File: config.mk
export PLATFORM = sky130hd
export DESIGN_NAME = cpa_share_arb
export DESIGN_NICKNAME = d
export VERILOG_FILES = /design/src/rtl/cpa_pkg.sv /design/src/rtl/cpa13_cin.sv /design/src/rtl/cpa_share_arb.sv
export SDC_FILE = /design/constraint.sdc
export NUM_CORES = 1
export LEC_CHECK = 0
export ABC_AREA = 1
export CAP_MARGIN = 20
export CORE_MARGIN = 5
export CORE_UTILIZATION = 39
export CTS_CLUSTER_SIZE = 24
export DETAILED_ROUTE_END_ITERATION = 10
export PLACE_DENSITY = 0.77
export SYNTH_ARGS = -nofsm -noshare
export SYNTH_HDL_FRONTEND = slang
export SYNTH_HIERARCHICAL = 1
export SYNTH_SLANG_ARGS = --single-unit
File: constraint.sdc
create_clock -name clk -period 6.2 [get_ports clk]
set_clock_uncertainty 0.05 [all_clocks]
set_input_delay 0.62 -clock clk [delete_from_list [all_inputs] [get_ports clk]]
set_output_delay 0.62 -clock clk [all_outputs]
set_load 0.01 [all_outputs]
File: src/rtl/cpa_pkg.sv
// Shared types and constants for the 13-bit shared-adder arbiter.
package cpa_pkg;

  localparam int unsigned W = 13;

  typedef enum logic {StEmpty, StFull} cpa_state_e;

  typedef logic cpa_id_t;

endpackage

File: src/rtl/cpa13_cin.sv
// 13-stage full-adder ripple chain with carry-in; exposes carry into the MSB for overflow.
module cpa13_cin
  import cpa_pkg::*;
(
  input  logic [W-1:0] i_a,
  input  logic [W-1:0] i_b,
  input  logic         i_cin,
  output logic [W-1:0] o_sum,
  output logic         o_cout,
  output logic         o_c12
);

  logic [W:0] w_c;

  assign w_c[0] = i_cin;

  for (genvar gi = 0; gi < W; gi++) begin : g_fa
    assign o_sum[gi]  = i_a[gi] ^ i_b[gi] ^ w_c[gi];
    assign w_c[gi+1]  = (i_a[gi] & i_b[gi]) | (w_c[gi] & (i_a[gi] ^ i_b[gi]));
  end

  assign o_cout = w_c[W];
  assign o_c12  = w_c[W-1];

endmodule

File: src/rtl/cpa_share_arb.sv
// Round-robin arbiter sharing one 13-bit ripple adder between two requesters,
// with a single-entry result register tagged by requester ID.
module cpa_share_arb
  import cpa_pkg::*;
(
  input  logic         clk,
  input  logic         rst_n,
  input  logic         req0_valid,
  output logic         req0_ready,
  input  logic [W-1:0] req0_a,
  input  logic [W-1:0] req0_b,
  input  logic         req0_sub,
  input  logic         req1_valid,
  output logic         req1_ready,
  input  logic [W-1:0] req1_a,
  input  logic [W-1:0] req1_b,
  input  logic         req1_sub,
  output logic         res_valid,
  input  logic         res_ready,
  output logic [W-1:0] res_sum,
  output logic         res_cout,
  output logic         res_ovf,
  output logic         res_id
);

  cpa_state_e   r_state, w_state_d;
  cpa_id_t      r_last_grant;
  logic [W-1:0] r_sum;
  logic         r_cout;
  logic         r_ovf;
  cpa_id_t      r_id;

  logic         w_can_accept;
  logic         w_grant;
  cpa_id_t      w_winner;
  logic [W-1:0] w_a;
  logic [W-1:0] w_b;
  logic         w_sub;
  logic [W-1:0] w_sum;
  logic         w_cout;
  logic         w_c12;

  // Gating with rst_n keeps both readys low while reset is held.
  assign w_can_accept = (r_state == StEmpty) || res_ready;
  assign w_grant      = rst_n && w_can_accept && (req0_valid || req1_valid);

  always_comb begin
    w_winner = 1'b0;
    if (req0_valid && req1_valid) begin
      w_winner = ~r_last_grant;
    end else if (req1_valid) begin
      w_winner = 1'b1;
    end
  end

  assign req0_ready = w_grant && (w_winner == 1'b0);
  assign req1_ready = w_grant && (w_winner == 1'b1);

  always_comb begin
    w_a   = req0_a;
    w_b   = req0_b;
    w_sub = req0_sub;
    if (w_winner == 1'b1) begin
      w_a   = req1_a;
      w_b   = req1_b;
      w_sub = req1_sub;
    end
  end

  cpa13_cin u_adder (
    .i_a    (w_a),
    .i_b    (w_b ^ {W{w_sub}}),
    .i_cin  (w_sub),
    .o_sum  (w_sum),
    .o_cout (w_cout),
    .o_c12  (w_c12)
  );

  always_comb begin
    w_state_d = r_state;
    if (w_grant) begin
      w_state_d = StFull;
    end else if (r_state == StFull && res_ready) begin
      w_state_d = StEmpty;
    end
  end

  always_ff @(posedge clk or negedge rst_n) begin
    if (!rst_n) begin
      r_state      <= StEmpty;
      r_last_grant <= 1'b1;
      r_sum        <= '0;
      r_cout       <= 1'b0;
      r_ovf        <= 1'b0;
      r_id         <= 1'b0;
    end else begin
      r_state <= w_state_d;
      if (w_grant) begin
        r_last_grant <= w_winner;
        r_sum        <= w_sum;
        r_cout       <= w_cout;
        r_ovf        <= w_c12 ^ w_cout;
        r_id         <= w_winner;
      end
    end
  end

  assign res_valid = (r_state == StFull);
  assign res_sum   = r_sum;
  assign res_cout  = r_cout;
  assign res_ovf   = r_ovf;
  assign res_id    = r_id;

endmodule

=== Word level (Yosys, flattened, before mapping) ===
Index checks and enable logic that the tools add are counted.

* Register bits: 18
* Input port bits: 59
* Output and inout port bits: 19
* Word-level logic and storage cells: 92

* Mux-type cells: 7
* Bitwise logic cells: 70
* Reductions and logical operators: 9

{| class="wikitable"
|+ Operators by type and width
! kind !! count
|-
| $xor A1 B1 Y1 || 27
|-
| $and A1 B1 Y1 || 26
|-
| $mux W13 || 2
|-
| $or A1 B1 Y1 || 13
|-
| $xor A13 B13 Y13 || 1
|-
| $logic_and A1 B1 Y1 || 6
|-
| $mux W1 || 5
|-
| $not A1 Y1 || 3
|-
| $logic_or A1 B1 Y1 || 2
|-
| $reduce_bool A2 Y1 || 1
|}

=== Longest topological paths before layout ===
Gate-level depths: netlist of the first run.

* Word-level depth: 32
* Gate-level depth with buffers: 26

=== Cells and area by module ===
The synthesis of the first run kept the hierarchy.

{| class="wikitable"
|+ By module, submodules not included
! module !! times used !! cells each !! area each (µm²) !! sequential area each (µm²)
|-
| cpa_share_arb || 1 || 271 || 1592.8 || 451.7
|-
| cpa13_cin || 1 || 23 || 297.8 || 0.0
|}

=== Worst setup path after synthesis of the first run ===
No wires, ideal clock.

* Path kind: input -> register
* From: input port req0_valid
* To: register r_ovf, in the netlist res_ovf
* Setup time: 0.127 ns
* Data arrival time: 6.104 ns
* Required time: 6.023 ns
* Slack: -0.081 ns
* Stages: 26
* Path buffers: 2
* Cells stage by stage: nand2_1 -> buf_6 -> buf_4 -> nand3b_1 -> nand2_1 -> nand2_1 -> nand2_1 -> fa_1 -> inv_1 -> fa_1 -> inv_1 -> fa_1 -> fa_1 -> fa_1 -> fa_1 -> fa_1 -> fa_1 -> fa_1 -> fa_1 -> fa_1 -> inv_1 -> fa_1 -> inv_1 -> fa_1 -> xnor2_1 -> o21ai_0

* Cells in the longest elaborated chain, start to end: 32

{| class="wikitable"
|+ Ends and longest elaborated chain
! item !! RTL line !! source
|-
| start: declaration || cpa_share_arb.sv:8 || <nowiki>input logic req0_valid,</nowiki>
|-
| $logic_and A1 B1 Y1 (*) || cpa_share_arb.sv:49 || <nowiki>if (req0_valid && req1_valid) begin</nowiki>
|-
| $mux W1 (*) || cpa_share_arb.sv:49 ||
|-
| $mux W13 or $mux W1 (tied branches) || cpa_share_arb.sv:63 || <nowiki>if (w_winner == 1'b1) begin</nowiki>
|-
| $xor A13 B13 Y13 || cpa_share_arb.sv:72 || <nowiki>.i_b (w_b ^ {W{w_sub}}),</nowiki>
|-
| $xor A1 B1 Y1 || cpa13_cin.sv:19 || <nowiki>assign w_c[gi+1] = (i_a[gi] & i_b[gi]) | (w_c[gi] & (i_a[gi] ^ i_b[gi]));</nowiki>
|-
| $and A1 B1 Y1 || cpa13_cin.sv:19 ||
|-
| $or A1 B1 Y1 || cpa13_cin.sv:19 ||
|-
| $and A1 B1 Y1 || cpa13_cin.sv:19 ||
|-
| [... 18 more ...] || - ||
|-
| $or A1 B1 Y1 || cpa13_cin.sv:19 ||
|-
| $and A1 B1 Y1 || cpa13_cin.sv:19 ||
|-
| $or A1 B1 Y1 (*) || cpa13_cin.sv:19 ||
|-
| via w_c12 || cpa_share_arb.sv:41 || <nowiki>logic w_c12;</nowiki>
|-
| $and A1 B1 Y1 (*) || cpa13_cin.sv:19 ||
|-
| $or A1 B1 Y1 (*) || cpa13_cin.sv:19 ||
|-
| via w_cout || cpa_share_arb.sv:40 || <nowiki>logic w_cout;</nowiki>
|-
| $xor A1 B1 Y1 (*) || cpa_share_arb.sv:102 || <nowiki>r_ovf <= w_c12 ^ w_cout;</nowiki>
|-
| end signal: assignment || cpa_share_arb.sv:102 ||
|-
| end: declaration || cpa_share_arb.sv:30 || <nowiki>logic r_ovf;</nowiki>
|}

The timed path passes the listed nets; every way through them passes the cells marked *.
A chain may end at the register's enable or synchronous reset.

=== Final worst setup path of the first run ===
* From: input port req0_b[0]
* To: register r_sum[12], in the netlist res_sum[12]

* Cells in the longest elaborated chain, start to end: 28

{| class="wikitable"
|+ Ends and longest elaborated chain
! item !! RTL line !! source
|-
| start: declaration || cpa_share_arb.sv:11 || <nowiki>input logic [W-1:0] req0_b,</nowiki>
|-
| $mux W13 (*) || cpa_share_arb.sv:63 ||
|-
| $xor A13 B13 Y13 (*) || cpa_share_arb.sv:72 ||
|-
| $xor A1 B1 Y1 || cpa13_cin.sv:19 ||
|-
| $and A1 B1 Y1 || cpa13_cin.sv:19 ||
|-
| $or A1 B1 Y1 (*) || cpa13_cin.sv:19 ||
|-
| $and A1 B1 Y1 (*) || cpa13_cin.sv:19 ||
|-
| $or A1 B1 Y1 (*) || cpa13_cin.sv:19 ||
|-
| $and A1 B1 Y1 (*) || cpa13_cin.sv:19 ||
|-
| [... 14 more ...] || - ||
|-
| $or A1 B1 Y1 (*) || cpa13_cin.sv:19 ||
|-
| $and A1 B1 Y1 (*) || cpa13_cin.sv:19 ||
|-
| $or A1 B1 Y1 (*) || cpa13_cin.sv:19 ||
|-
| $and A1 B1 Y1 (*) || cpa13_cin.sv:19 ||
|-
| $or A1 B1 Y1 (*) || cpa13_cin.sv:19 ||
|-
| via w_c12 || cpa_share_arb.sv:41 ||
|-
| $xor A1 B1 Y1 (*) || cpa13_cin.sv:18 || <nowiki>assign o_sum[gi] = i_a[gi] ^ i_b[gi] ^ w_c[gi];</nowiki>
|-
| via w_sum[12] || cpa_share_arb.sv:39 || <nowiki>logic [W-1:0] w_sum;</nowiki>
|-
| end signal: assignment || cpa_share_arb.sv:100 || <nowiki>r_sum <= w_sum;</nowiki>
|-
| end: declaration || cpa_share_arb.sv:28 || <nowiki>logic [W-1:0] r_sum;</nowiki>
|}

Marked as above.

==> flow_summary.ini, run 1 <==
[global_route]
grt_pass1_vias = 1901
use_met3_pct = 2.60
grt_pass1_wl_um = 8470
grt_max_degree = 38
overflow = 0
met2_usage_pct = 29.5
grt_usage_pct = 16.6
grt.busiest_layer = met2
grt_util_met1_pct = 21.1
antenna_found_initial = 0

[clock_tree]
cts_root_buf = clkbuf_8
cts_buffers = 3
clock_path_buffers = 2
clock_latency_ns = 0.25
cts_sinks = 18
tritoncts = done
clkSlewWorstSetupHoldPaths_ns = 0.07
cts_hold_buf = 0
cts_max_level = 1
post_cts_buffers = 0

[sta]
whs_ns = 0.441
slew-limit-headroom_pct = 40.5
maxClockFrequency_mhz = 168
drv_slew = 0
tightest_slew_ns = 0.889
rsz0062_at_grt = false
setup_violations = 0
finalHoldViolCount = 0
final.period_utilization_pct = 96.0
layout_min_cycle_time_ns = 5.95

[min_path]
holdCritPathClass = flip-flop to flip-flop
hold-path-cell-count = 2
hold_end = res_id
hp-start = res_id

[critical_path]
end_kind = flip-flop
reg2reg_slack_ns = 0.33
rr_worst_depth = 25
r2r_end = res_sum[12]
critPathRequiredTime_ns = 6.32
critical_path_class = input pin to flip-flop
startpoint = req0_b[0]
cp_data_arrival_time_ns = 6.07
start_kind = input pin
reg2reg_from = r_last_grant
path_max_fanout = 2

[synth]
yosysWarnings = 6
synth_compound_area_share_pct = 4.50
synth_xor_area_share_pct = 0.463
ys_types = 17
synth_fa_ha_area_share_pct = 13.8
yosys.area_share.simple_pct = 42.2
synthMuxAreaShare_pct = 0
syn-instance-count = 294
syn_avg_cell_area_um2 = 6.43
syn_area_um2 = 1890
synth_top_family_by_area = simple AND/OR/NAND/NOR gates
syn_nets = 366
synth_seq_cells = 18
synth-seq-area-share_pct = 23.9

[final_layout]
filler_cell_count = 458
drive_above_1_share_pct = 9.16
layout.nets = 444
mostFrequentLayoutCells = nand2_1, clkdlybuf4s50_1, inv_1, dfrtp_1, nand3b_1
area_growth_pct = 47.9
mostFrequentLayoutCell = nand2_1
diodes = 0

[die]
core_um2 = 4720
rows = 25
initial_core_util_pct = 40.0
dieArea_um2 = 6340
boundaryPins = 78
die_y_um = 79.6
dieWidth_um = 79.6

[detailed_routing]
antenna_left = 0
drt_first_pass_iters = 4
routed_via_density = 4.53
drcViolationCount = 0
drt_iter0_drc = 83
vias = 1984
totalWireLength_um = 5140
wl_per_cell_um = 11.7

[placed_design]
io_buffers = 77
dp_hpwl_um = 4090
globalplace.congestion = 0.825

[power]
power.leakage_uw = 0.00148
peakVddDrop_uv = 107
p_per_area_nw_per_um2 = 227
power_uw = 636

[job]
max-cap-violations = 0

[status]
status = finished clean
-- worst max-delay path, stage by stage --
cell and delay [ns]:
clkdlybuf4s50_1 0.48, inv_1 0.04, nand2_1 0.06, nand2_1 0.05, nand2_1 0.05, nand2_1 0.07
fa_2 0.34, inv_1 0.07, fa_1 0.16, inv_1 0.05, fa_2 0.35, fa_2 0.35
fa_2 0.35, fa_2 0.36, fa_2 0.35, fa_2 0.35, fa_2 0.35, fa_2 0.35
fa_2 0.32, inv_1 0.07, fa_1 0.15, inv_1 0.06, fa_2 0.52, inv_1 0.04
o21ai_1 0.11
-- final cells by class --
cell class	instances	area [um^2]	share of cell area [%]
clock buffers	4	55.1	1.97
inverters	42	158	5.64
multi-input cells	218	1190	42.5
flip-flops and latches	18	452	16.2
well taps	67	83.8	3.00
repair buffers	89	861	30.8
-- what timing repair did --
item / CTS / global route
gates resized for setup: 13 / 3
gates cloned: 0 / 0
setup endpoints to repair: 4 / 3
pin swaps: 9 / 8
-- metrics by stage --
step	std cells	TNS [ns]	utilization (%)	area (um^2)	setup slack, ns
detailed placement	434	-1.78	57.5	2720	-0.568
finish	438	0	59.2	2800	0.248
global route	438	0	59.2	2800	0.0349
floorplan	294	0	-	1900	0.0327
CTS	438	0	59.0	2790	0.00750
global placement	434	-1.48	57.5	2720	-0.475
-- per-layer routing --
layer / share of wire [%] / vias to the layer above / routed length, um
li1: - / 1030 / -
met1: 42 / 894 / 2180
met2: 50 / 54 / 2570
met3: 6.5 / 6 / 333
met4: 1.0 / 0 / 52
met5: 0 / - / 0
-- kinds of logic after synthesis --
family                     after synthesis
xor gates and xnor gates                 1
DFF                                     18
AOI/OAI and AO/OA                       17
and+or+nand+nor                        187
buffers and inverters                   58
adders and majority gates               13
-- power by group --
group | leakage (uW) | switching (uW) | internal [uW] | total [uW]
Combinational | 0.00123 | 174 | 185 | 359
Sequential | 0.000221 | 23.5 | 159 | 183
Clock | 0.0000288 | 38.0 | 56.3 | 94.3
Total | 0.00148 | 235 | 401 | 636
-- Yosys cell counts --
master	number	area (um^2)
buf_6	5	56.3
buf_2	4	20.0
fa_1	13	260
dfstp_2	1	26.3
inv_1	42	158
dfrtp_1	17	425
nand3_4	1	17.5
nand3_2	1	10.0
nand2_1	153	574
o21ai_0	10	50.1
nor2_1	2	7.51
nand3_1	13	65.1
nand3b_1	14	105
o21ai_1	7	35.0
buf_4	7	52.6
xnor2_1	1	8.76
nand2_2	3	18.8
-- worst max path at each step --
stage / slack [ns] / depth (start not counted) / endpoint
floorplan: 0.03 / 26 / res_sum[12]
global placement: -0.47 / 26 / res_sum[12]
detailed placement: -0.57 / 26 / res_sum[12]
CTS: 0.008 / 24 / res_sum[12]
global route: 0.03 / 25 / res_sum[12]
finish: 0.25 / 25 / res_sum[12]
-- state kept, by name, indices dropped and copies added, names as in the netlist --
register and count:
res_id 1, res_valid 1, r_last_grant 1, res_ovf 1, res_sum 13, res_cout 1
(Power assumes the default switching activity.)
==> inputs of run 2 (changes only) <==
--- a/config.mk
+++ b/config.mk
@@ -7,11 +7,14 @@
 export LEC_CHECK = 0
 export ABC_AREA = 1
 export CAP_MARGIN = 20
+export CELL_PAD_IN_SITES_DETAIL_PLACEMENT = 1
+export CELL_PAD_IN_SITES_GLOBAL_PLACEMENT = 1
 export CORE_MARGIN = 5
-export CORE_UTILIZATION = 39
+export CORE_UTILIZATION = 26
 export CTS_CLUSTER_SIZE = 24
 export DETAILED_ROUTE_END_ITERATION = 10
-export PLACE_DENSITY = 0.77
+export HOLD_SLACK_MARGIN = 0.12
+export PLACE_DENSITY_LB_ADDON = 0.1
 export SYNTH_ARGS = -nofsm -noshare
 export SYNTH_HDL_FRONTEND = slang
 export SYNTH_HIERARCHICAL = 1
==> run 2 against run 1 <==
Worst setup slack worse by 0.032 ns. Register-to-register slack better by 0.08 ns. Critical path type unchanged. Final area up 1.3%. Critical endpoint unchanged. Clock power about the same. Sequential cell count unchanged. Highest routed layer unchanged.
==> flow_summary.ini, run 2 (synthesis gave the netlist of run 1 again) <==
[status]
status = finished clean

[sta]
rsz0062_at_grt = true
setup_violations = 0
tightest_slew_ns = 0.911
slew-limit-headroom_pct = 39.1
drv_slew = 0
final.period_utilization_pct = 96.5
maxClockFrequency_mhz = 167
layout_min_cycle_time_ns = 5.98
finalHoldViolCount = 0

[detailed_routing]
totalWireLength_um = 5520
antenna_left = 0
drcViolationCount = 0
wl_per_cell_um = 11.8
vias = 1944
drt_iter0_drc = 40
routed_via_density = 4.15
drt_first_pass_iters = 4

[final_layout]
seqCellArea_um2 = 452
multi_input_area_um2 = 1200
largest_register_ffs = 13
filler_cell_count = 923
area_growth_pct = 49.9
mostFrequentLayoutCells = nand2_1, clkdlybuf4s50_1, inv_1, dfrtp_1, nand3b_1
fin_util_pct = 39.5
instances_no_fill = 468
mostFrequentLayoutCell = nand2_1
diodes = 0
layout.nets = 442
drive_above_1_share_pct = 8.94

[placed_design]
dpl.cell_count = 464
globalplace.congestion = 0.712
dp_hpwl_um = 4720
io_buffers = 77

[clock_tree]
clock_latency_ns = 0.25
post_cts_buffers = 0
cts_max_level = 1
clkSlewWorstSetupHoldPaths_ns = 0.07
cts_sinks = 18
tritoncts = done
cts_root_buf = clkbuf_8
clock_path_buffers = 2
cts_buffers = 3

[critical_path]
reg2reg_from = r_last_grant
cp_data_arrival_time_ns = 6.10
end_kind = flip-flop
path_max_fanout = 2
startpoint = req0_b[0]
critical_path_class = input pin to flip-flop
start_kind = input pin
rr_worst_depth = 24
critPathRequiredTime_ns = 6.32

[power]
p_per_area_nw_per_um2 = 224
power.leakage_uw = 0.00149
peakVddDrop_uv = 73.6

[global_route]
grt_usage_pct = 12.7
grt_max_degree = 38
antenna_found_initial = 0
grt_pass1_wl_um = 9340
grt_pass1_vias = 2059
overflow = 0

[die]
dieArea_um2 = 9080
core_um2 = 7180
initial_core_util_pct = 26.3
dieWidth_um = 95.3
rows = 31
die_y_um = 95.3
boundaryPins = 78

[min_path]
holdCritPathClass = flip-flop to flip-flop
hold-path-cell-count = 2
hp-start = res_sum[1]

[job]
max-cap-violations = 0
-- run 2: metrics by stage --
step | total power (uW) | area (um^2) | hold WS [ns] | setup WS (ns) | TNS [ns]
2_1_floorplan | 369 | 1900 | 0.274 | 0.0327 | 0
3_3_place_gp | 536 | 2740 | 0.417 | -0.594 | -1.92
3_5_place_dp | 545 | 2740 | 0.426 | -0.747 | -2.51
4_1_cts | 643 | 2820 | 0.443 | 0.00376 | 0
5_1_grt | 700 | 2830 | 0.460 | -0.0182 | -0.0246
6_report | 634 | 2830 | 0.439 | 0.217 | 0
-- run 2: worst paths after layout --
check | end | slack [ns]
hold reg to reg | res_sum[1] | 0.44
min in group asynchronous | res_valid | 0.83
max in group asynchronous | res_sum[8] | 4.71
setup / recovery | res_sum[12] | 0.22
hold / removal | res_sum[1] | 0.44
setup reg to reg | res_sum[12] | 0.41
-- run 2: what timing repair did --
| action | 4_1_cts | 5_1_grt |
|---|---|---|
| endpoints found under the setup margin | 4 | 3 |
| hold buffers | 0 | 0 |
| gates resized for setup | 9 | 7 |
| pin swaps | 2 | 0 |
-- run 2: layer usage --
metal	up-vias	track usage (%)	wire length (um)
met2	39	23.1	2770
met1	882	16.5	2510
met5	-	0	0
li1	1021	-	-
met3	2	0.868	217
met4	0	2.52	29
-- run 2: power breakdown --
| group | leakage (uW) | internal, uW | switching [uW] |
|---|---|---|---|
| clock network | 0.0000288 | 56.3 | 37.8 |
| logic | 0.00124 | 185 | 172 |
| registers | 0.000221 | 159 | 22.7 |
-- run 2: critical path: stages --
cell and delay, ns:
clkdlybuf4s50_1 0.49, inv_1 0.05, nand2_1 0.07, nand2_1 0.05
nand2_1 0.05, nand2_1 0.07, fa_2 0.35, inv_1 0.07
fa_1 0.16, inv_1 0.05, fa_2 0.33, fa_2 0.35
fa_2 0.35, fa_2 0.35, fa_2 0.36, fa_2 0.36
fa_2 0.34, fa_2 0.35, fa_2 0.32, inv_1 0.07
fa_1 0.16, inv_1 0.06, fa_2 0.51, inv_1 0.03
o21ai_1 0.11
-- run 2: final cells by class --
cell class / instances / share of cell area (%)
Multi-Input combinational cell: 218 / 42.3
Timing Repair Buffer: 87 / 29.8
Sequential cell: 18 / 15.9
Inverter: 42 / 5.56
Tap cell: 99 / 4.37
Clock buffer: 4 / 1.94
